$ cat src/rtl/uart_tx_param.sv
// uart_tx_param: parametrised UART transmitter. One character per valid/ready
// handshake, sent LSB first as start / DATA_BITS data / optional parity /
// STOP_BITS stop bits, each bit CLK_DIV clocks long. The line idles high.
// Optional packet framing (header HDR_CMD,~HDR_CMD before a packet, trailer
// ~HDR_CMD,HDR_CMD after the DATA_LAST character) is built when the macro
// UART_TX_FRAME_EN is defined.
module uart_tx_param #(
    parameter int unsigned DATA_BITS = 8,
    parameter int unsigned PARITY    = 0,
    parameter int unsigned STOP_BITS = 1,
    parameter int unsigned CLK_DIV   = 78,
    parameter logic [7:0]  HDR_CMD   = 8'h01
) (
    input  logic                 SYS_CLK,
    input  logic                 RST,
    input  logic [DATA_BITS-1:0] DATA_IN,
    input  logic                 DATA_VALID,
    input  logic                 DATA_LAST,
    output logic                 DATA_READY,
    output logic                 TXD,
    output logic                 BUSY
);

    generate
        if (DATA_BITS < 5 || DATA_BITS > 8) begin : g_bad_data_bits
            $error("uart_tx_param: DATA_BITS must be 5..8");
        end
        if (PARITY > 2) begin : g_bad_parity
            $error("uart_tx_param: PARITY must be 0, 1 or 2");
        end
        if (STOP_BITS < 1 || STOP_BITS > 2) begin : g_bad_stop_bits
            $error("uart_tx_param: STOP_BITS must be 1 or 2");
        end
        if (CLK_DIV < 2 || CLK_DIV > 65535) begin : g_bad_clk_div
            $error("uart_tx_param: CLK_DIV must be 2..65535");
        end
    endgenerate

`ifdef UART_TX_FRAME_EN
    // HDR and TRL are the start bits of header and trailer characters; the
    // data, parity and stop bits of those characters reuse DATA/PAR/STOP.
    typedef enum logic [2:0] {IDLE, START, DATA, PAR, STOP, HDR, TRL} state_t;
    typedef enum logic [1:0] {K_DATA, K_HDR, K_TRL} kind_t;
    localparam logic [DATA_BITS-1:0] HDR_A = HDR_CMD[DATA_BITS-1:0];
    localparam logic [DATA_BITS-1:0] HDR_B = ~HDR_A;
`else
    typedef enum logic [2:0] {IDLE, START, DATA, PAR, STOP} state_t;
`endif

    localparam logic [15:0] BAUD_LAST = 16'(CLK_DIV - 1);
    localparam logic [2:0]  BIT_LAST  = 3'(DATA_BITS - 1);
    localparam logic        STOP_LAST = 1'(STOP_BITS - 1);

    function automatic logic par_bit(input logic [DATA_BITS-1:0] d);
        return (PARITY == 1) ? ~(^d) : (^d);
    endfunction

    state_t                 state_q, state_d;
    logic [15:0]            baud_q, baud_d;
    logic [2:0]             bit_q, bit_d;
    logic                   stop_q, stop_d;
    logic [DATA_BITS-1:0]   sh_q, sh_d;
    logic                   par_q, par_d;
    logic                   txd_q, txd_d;
    logic                   rdy_en_q;
    logic                   bit_end, last_stop_end, frame_open, accept;

`ifdef UART_TX_FRAME_EN
    logic [DATA_BITS-1:0]   hold_q, hold_d;
    logic                   last_q, last_d;
    kind_t                  kind_q, kind_d;
    logic                   idx_q, idx_d;
    assign frame_open = (kind_q == K_DATA) && !last_q;
`else
    logic unused_frame;
    assign unused_frame = ^{DATA_LAST, HDR_CMD};
    assign frame_open   = 1'b1;
`endif

    assign bit_end       = (baud_q == BAUD_LAST);
    assign last_stop_end = (state_q == STOP) && bit_end && (stop_q == STOP_LAST);
    assign DATA_READY    = rdy_en_q && ((state_q == IDLE) || (last_stop_end && frame_open));
    assign accept        = DATA_VALID && DATA_READY;
    assign BUSY          = (state_q != IDLE);
    assign TXD           = txd_q;

    // Next-state logic: bit sequencing, character loading and registered line value.
    always_comb begin
        state_d = state_q;
        baud_d  = (state_q == IDLE || bit_end) ? 16'd0 : baud_q + 16'd1;
        bit_d   = bit_q;
        stop_d  = stop_q;
        sh_d    = sh_q;
        par_d   = par_q;
`ifdef UART_TX_FRAME_EN
        hold_d  = hold_q;
        last_d  = last_q;
        kind_d  = kind_q;
        idx_d   = idx_q;
`endif
        case (state_q)
            IDLE: begin
                if (accept) begin
`ifdef UART_TX_FRAME_EN
                    hold_d  = DATA_IN;
                    last_d  = DATA_LAST;
                    kind_d  = K_HDR;
                    idx_d   = 1'b0;
                    sh_d    = HDR_A;
                    par_d   = par_bit(HDR_A);
                    state_d = HDR;
`else
                    sh_d    = DATA_IN;
                    par_d   = par_bit(DATA_IN);
                    state_d = START;
`endif
                end
            end
            START: begin
                if (bit_end) begin
                    state_d = DATA;
                    bit_d   = 3'd0;
                end
            end
`ifdef UART_TX_FRAME_EN
            HDR, TRL: begin
                if (bit_end) begin
                    state_d = DATA;
                    bit_d   = 3'd0;
                end
            end
`endif
            DATA: begin
                if (bit_end) begin
                    if (bit_q == BIT_LAST) begin
                        state_d = (PARITY != 0) ? PAR : STOP;
                        stop_d  = 1'b0;
                    end else begin
                        bit_d = bit_q + 3'd1;
                        sh_d  = sh_q >> 1;
                    end
                end
            end
            PAR: begin
                if (bit_end) begin
                    state_d = STOP;
                    stop_d  = 1'b0;
                end
            end
            STOP: begin
                if (bit_end) begin
                    if (stop_q != STOP_LAST) begin
                        stop_d = 1'b1;
                    end else begin
`ifdef UART_TX_FRAME_EN
                        case (kind_q)
                            K_HDR: begin
                                if (!idx_q) begin
                                    sh_d    = HDR_B;
                                    par_d   = par_bit(HDR_B);
                                    idx_d   = 1'b1;
                                    state_d = HDR;
                                end else begin
                                    sh_d    = hold_q;
                                    par_d   = par_bit(hold_q);
                                    kind_d  = K_DATA;
                                    state_d = START;
                                end
                            end
                            K_TRL: begin
                                if (!idx_q) begin
                                    sh_d    = HDR_A;
                                    par_d   = par_bit(HDR_A);
                                    idx_d   = 1'b1;
                                    state_d = TRL;
                                end else begin
                                    kind_d  = K_DATA;
                                    state_d = IDLE;
                                end
                            end
                            default: begin
                                if (last_q) begin
                                    sh_d    = HDR_B;
                                    par_d   = par_bit(HDR_B);
                                    kind_d  = K_TRL;
                                    idx_d   = 1'b0;
                                    state_d = TRL;
                                end else if (accept) begin
                                    sh_d    = DATA_IN;
                                    par_d   = par_bit(DATA_IN);
                                    last_d  = DATA_LAST;
                                    state_d = START;
                                end else begin
                                    state_d = IDLE;
                                end
                            end
                        endcase
`else
                        if (accept) begin
                            sh_d    = DATA_IN;
                            par_d   = par_bit(DATA_IN);
                            state_d = START;
                        end else begin
                            state_d = IDLE;
                        end
`endif
                    end
                end
            end
            default: state_d = IDLE;
        endcase

        case (state_d)
            START:   txd_d = 1'b0;
`ifdef UART_TX_FRAME_EN
            HDR,
            TRL:     txd_d = 1'b0;
`endif
            DATA:    txd_d = sh_d[0];
            PAR:     txd_d = par_d;
            default: txd_d = 1'b1;
        endcase
    end

    // Control registers: FSM, counters, line driver and post-reset ready enable.
    always_ff @(posedge SYS_CLK or posedge RST) begin
        if (RST) begin
            state_q  <= IDLE;
            baud_q   <= 16'd0;
            bit_q    <= 3'd0;
            stop_q   <= 1'b0;
            txd_q    <= 1'b1;
            rdy_en_q <= 1'b0;
`ifdef UART_TX_FRAME_EN
            last_q   <= 1'b0;
            kind_q   <= K_DATA;
            idx_q    <= 1'b0;
`endif
        end else begin
            state_q  <= state_d;
            baud_q   <= baud_d;
            bit_q    <= bit_d;
            stop_q   <= stop_d;
            txd_q    <= txd_d;
            rdy_en_q <= 1'b1;
`ifdef UART_TX_FRAME_EN
            last_q   <= last_d;
            kind_q   <= kind_d;
            idx_q    <= idx_d;
`endif
        end
    end

    // Character datapath: shift register, parity bit and held packet character.
    always_ff @(posedge SYS_CLK) begin
        sh_q   <= sh_d;
        par_q  <= par_d;
`ifdef UART_TX_FRAME_EN
        hold_q <= hold_d;
`endif
    end

endmodule

$ cat config.mk
export PLATFORM = sky130hd
export DESIGN_NAME = uart_tx_param
export DESIGN_NICKNAME = d
export VERILOG_FILES = /design/src/rtl/uart_tx_param.sv
export SDC_FILE = /design/constraint.sdc
export NUM_CORES = 1
export LEC_CHECK = 0
export BUFFER_PORTS_ARGS = -buffer_cell sky130_fd_sc_hd__buf_2
export CORE_MARGIN = 4
export CORE_UTILIZATION = 40
export CTS_BUF_LIST = sky130_fd_sc_hd__clkbuf_8 sky130_fd_sc_hd__clkbuf_16
export DETAILED_ROUTE_END_ITERATION = 8
export PLACE_DENSITY_LB_ADDON = 0.05
export SYNTH_ARGS = -nofsm -noshare
export SYNTH_HDL_FRONTEND = slang
export SYNTH_SLANG_ARGS = --single-unit
$ cat constraint.sdc
create_clock -name SYS_CLK -period 3.55 [get_ports SYS_CLK]
set_clock_uncertainty 0.05 [all_clocks]
set_input_delay 0.5325 -clock SYS_CLK [delete_from_list [all_inputs] [get_ports SYS_CLK]]
set_output_delay 0.5325 -clock SYS_CLK [all_outputs]
set_load 0.05 [all_outputs]
### Word level (Yosys, flattened, before mapping)

Index checks and enable logic that the tools add are counted.

* register bits: 34
* latch bits: 0
* bits in writable memories: 0
* memory bits (read-only): 0
* bits of input ports: 12
* output and inout port bits: 3
* word-level logic and storage cells: 74
* memories kept: 0

* add/subtract/negate cells: 2
* multipliers: 0
* divide/modulo/power cells: 0
* $lt $le $gt $ge: 0
* equal/unequal tests: 16
* shifts and indexed selects: 0
* muxes and demuxes: 31
* bitwise gates (word level): 1
* reductions and logical operators: 15

Operators by type and width (number)
* two-way mux 8 bit: 5
* two-way mux 3 bit: 10
* one-hot mux 8 bit (3 select lines): 1
* adder 16 x 1 -> 16 bit, second input constant: 1
* == test 16 x 7 -> 1 bit, second input constant: 1
* two-way mux 16 bit: 1
* one-hot mux 3 bit (5 select lines): 1
* != test 2 bit, second input constant: 7
* == test 3 x 2 -> 1 bit, second input constant: 4
* AND reduction 5 bit: 2
* two-way mux 1 bit: 9
* nonzero test 3 bit: 3
* XOR reduction 8 bit: 1
* == test 3 x 1 -> 1 bit, second input constant: 2
* == test 3 bit, second input constant: 2
* one-hot mux 1 bit (3 select lines): 2
* one-hot mux 3 bit (2 select lines): 1
* logical AND 1 bit: 4
* AND reduction 4 bit: 1
* adder 3 x 1 -> 3 bit, second input constant: 1
* logical NOT 3 bit: 1
* logical OR 1 bit: 2
* one-hot mux 1 bit (2 select lines): 1
* nonzero test 2 bit: 1
* inverter 1 bit: 1

### Logic depth before layout (Yosys ltp)

* depth in word-level cells: 12
* gate-level depth with buffers: 8
* gate-level depth less buffers: 7

### Worst setup path after synthesis

Ideal clock, no wire load.

* path kind: register to output
* start: register baud_q[1]
* end: output DATA_READY
* arrival time: 1.548 ns
* required time: 2.967 ns
* slack: 1.419 ns
* stages on the path, launching flop included: 7
* cell sequence: dfrtp_1 > inv_1 > ha_1 > nor3b_1 > nand4_2 > nand2_1 > and3_1

* cells in the longest elaborated chain, start to end: 5

RTL lines
* start: declaration: RTL line 59 `logic [15:0] baud_q, baud_d;`
* start signal: assignment: RTL line 241 `baud_q <= baud_d;`
* == test 16 x 7 -> 1 bit: RTL line 80 `assign bit_end = (baud_q == BAUD_LAST);`
* logical AND 1 bit (2 in a row): RTL line 81 `assign last_stop_end = (state_q == STOP) && bit_end && (stop_q == STOP_LAST);`
* logical OR 1 bit: RTL line 82 `assign DATA_READY = rdy_en_q && ((state_q == IDLE) || (last_stop_end && frame_open));`
* logical AND 1 bit: RTL line 82
* end: declaration: RTL line 19 `output logic DATA_READY,`

No other way between the ends.

### Worst setup path after layout

Ends and elaborated chain as after synthesis.

==> flow_summary_export.csv <==
group,metric,value,unit
final_layout,nets,207,
cts,cts_max_path_buffers,2,
worst_setup_path,worstSetupStartpointType,"flop",
timing,fin_setup_tns,0,ns
hold_path,hp-class,"input port to asynchronous set/reset pin",
yosys,synth_area,0.00178,mm^2
yosys,syn_inst,176,
yosys,yosys_warnings,0,
worst_setup_path,path_delay_family,"simple AND/OR/NAND/NOR gates",
global_route,grt_pass1_vias,1256,
die,floorplan.initialDensity,0.428,
cts,cts.clk_slew.worst_paths,0.07,ns
timing,worstMarginPinSlew,0.945,ns
timing,fin_crit_sh,0.779,
power_and_ir_drop,p_sw_frac,0.280,
final_layout,antenna_cells,0,
worst_setup_path,crit_path_cell_trace,"inv_1 > ha_1 > nor3b_1 > nand4_2 > nand2_1 > and3_1 > buf_2",
die,rows,23,
final_layout,areaGrowthSynthToFinish,12.5,%
route,via_count,1312,
final_layout,postLayoutCellArea,0.00200,mm^2
final_layout,drive_gt1_frac,0.151,
route,ant_nets,0,
yosys,synth_edf_count,7,
yosys,async_reset_ff_frac,0.727,
timing,timing.fmax,362,MHz
cts,cts_resized,0,
cts,cts_made_buffers,5,
route,postRouteWirelength,3500,um
place,dpl_cell_area,0.00188,mm^2
yosys,synth.top_cell.area_share,0.324,
cts,post-cts-setup-buffers,0,
cts,postCtsHoldBufs,0,
timing,max-slew-margin-rel,0.369,
worst_setup_path,crit_fanout,16,
worst_setup_path,critPathSlowestCell,"dfrtp_1",
power_and_ir_drop,leakagePower,0.904,nW
worst_setup_path,cp.required,2.97,ns
power_and_ir_drop,p_per_area,528,mW/mm^2
die,dieArea,0.00557,mm^2
yosys,synth_top_area_cell,"dfrtp_1",
timing,grt_setup_unrepaired,"false",
cts,h-tree-depth,2,
worst_setup_path,reg2reg_to,"sh_q[4]",
yosys,synth_commonest_cells,"dfrtp_1, nor2_1, nand2_1",
final_layout,fin_util,0.482,
worst_setup_path,path_class,"flop to primary output",
yosys,ys_ff_latch,33,
power_and_ir_drop,p_seq_frac,0.469,
worst_setup_path,reg2reg_depth,7,
place,hpwl,2490,um
power_and_ir_drop,p_int,0.759,mW
worst_setup_path,critical_path.max_stage_delay,0.42,ns
outcome,outcome,"finished, final reports clean",
timing,hold_viol_final,0,
global_route,gr-usage-all-layers,0.136,
global_route,antenna_found_initial,0,
global_route,grt_pass1_wl,5770,um
place,place.gp.congestion,0.845,
worst_setup_path,arrival,2.18,ns
die,coreArea,0.00414,mm^2
yosys,synth_area_leaders,"dfrtp_1, edfxtp_1, xor2_1",
power_and_ir_drop,p_comb_frac,0.188,
cts,clock_latency,0.28,ns
route,dr.pass1.iters,4,
power_and_ir_drop,switchingPower,0.296,mW
timing,slew_viol_final,0,
cts,cts-root-buf,"clkbuf_8",
worst_setup_path,worstSetupStartpoint,"baud_q[1]",
power_and_ir_drop,clkPwrFrac,0.343,
route,drtIter0Drc,21,
worst_setup_path,critPathCaptureType,"primary output",
worst_setup_path,r2r_slack,1.01,ns
die,die_height,74.6,um
yosys,synthFlopType,"dfrtp_1",
worst_setup_path,worst-path-stages,7,
die,die_x,74.6,um
worst_setup_path,reg2reg_from,"baud_q[1]",
worst_setup_path,path_buf_inv,2,
route,drc,0,
route,drt-vias-per-instance,5.42,
power_and_ir_drop,max-vdd-ir-drop,0.212,mV
timing,min_period,2.76,ns
global_route,grt_max_degree,25,
yosys,synth.net_count,192,
route,wl_per_cell,14.5,um
die,ios,15,
yosys,synth.avg_cell_area,10.1,um^2
worst_setup_path,cp-endpoint,"DATA_READY",
flow_run,cap_violations,0,
global_route,gr-total-overflow,0,
timing,setup_viol,0,
yosys,yosysUniqueCellTypes,40,
yosys,yosysSeqAreaShare,0.480,
cts,cts_sinks,33,
place,port_buffers,13,
cts,cts_tree,"done",
==> cells by family after synthesis <==
family          synth area share
simple gates               0.210
flops                      0.480
compound gates            0.0987
xor+xnor                   0.104
buf+inv                   0.0226
mux                       0.0550
fa+ha+maj                 0.0282
other cells              0.00211
==> per-stage QoR <==
step                      power (mW)  hold WS [ns]  setup WS [ns]  instances
after floorplan                0.648         0.401           1.42        176
after global placement         0.695         0.415           1.02        234
after detailed placement       0.698         0.423          0.975        234
after CTS                       1.07         0.429          0.748        242
after global routing            1.11         0.455          0.633        242
final                           1.05         0.404          0.786        242
==> flip-flops by register name (all words and copies together) (netlist names) <==
signal	flops
TXD	1
baud_q	16
bit_q	3
par_q	1
rdy_en_q	1
state_q	3
sh_q	8
==> how the worst min path moves through the flow <==
stage	from	end	slack, ns	cells past startpoint
4_1_cts	RST	bit_q[2]	0.43	2
2_1_floorplan	par_q	par_q	0.40	1
5_1_grt	par_q	par_q	0.45	1
6_report	RST	state_q[0]	0.40	2
3_3_place_gp	par_q	par_q	0.42	1
3_5_place_dp	par_q	par_q	0.42	1
==> power by group through the flow <==
stage	sequential, mW	combinational [mW]	clock (mW)
floorplan	0.491	0.157	0
global placement	0.498	0.196	0
detailed placement	0.500	0.199	0
CTS	0.493	0.201	0.377
global route	0.501	0.219	0.387
finish	0.495	0.198	0.362
==> metal layers <==
layer,GRT usage,routed length (um),part of all wire
met2,0.199,1590,0.45
met5,0,0,0
met1,0.191,1740,0.50
met4,0.0553,63,0.018
met3,0.0374,106,0.030
==> layout by cell type (no fill, tap or decap), drive strengths merged, types with 2 or more instances in the layout <==
cell type / instances
nor2: 23
dfrtp: 23
nand2: 18
xor2: 13
buf: 13
nand3: 10
o21ai: 9
xnor2: 8
edfxtp: 7
inv: 6
mux2i: 6
clkbuf: 6
a21oi: 5
o2bb2ai: 4
ha: 4
nand4: 4
a22oi: 3
and3: 3
and4: 3
mux2: 3
nor3: 3
dfxtp: 2
nor4b: 2
==> cell type report <==
type	count	area (um^2)
timing repair buffer	13	65.1
fill	407	2150
inverter	5	18.8
sequential	33	852
clock inverter	2	33.8
multi-input combinational	133	883
tap	50	62.6
clock buffer	6	82.6
Note: power is estimated with default switching activity, not from simulation.
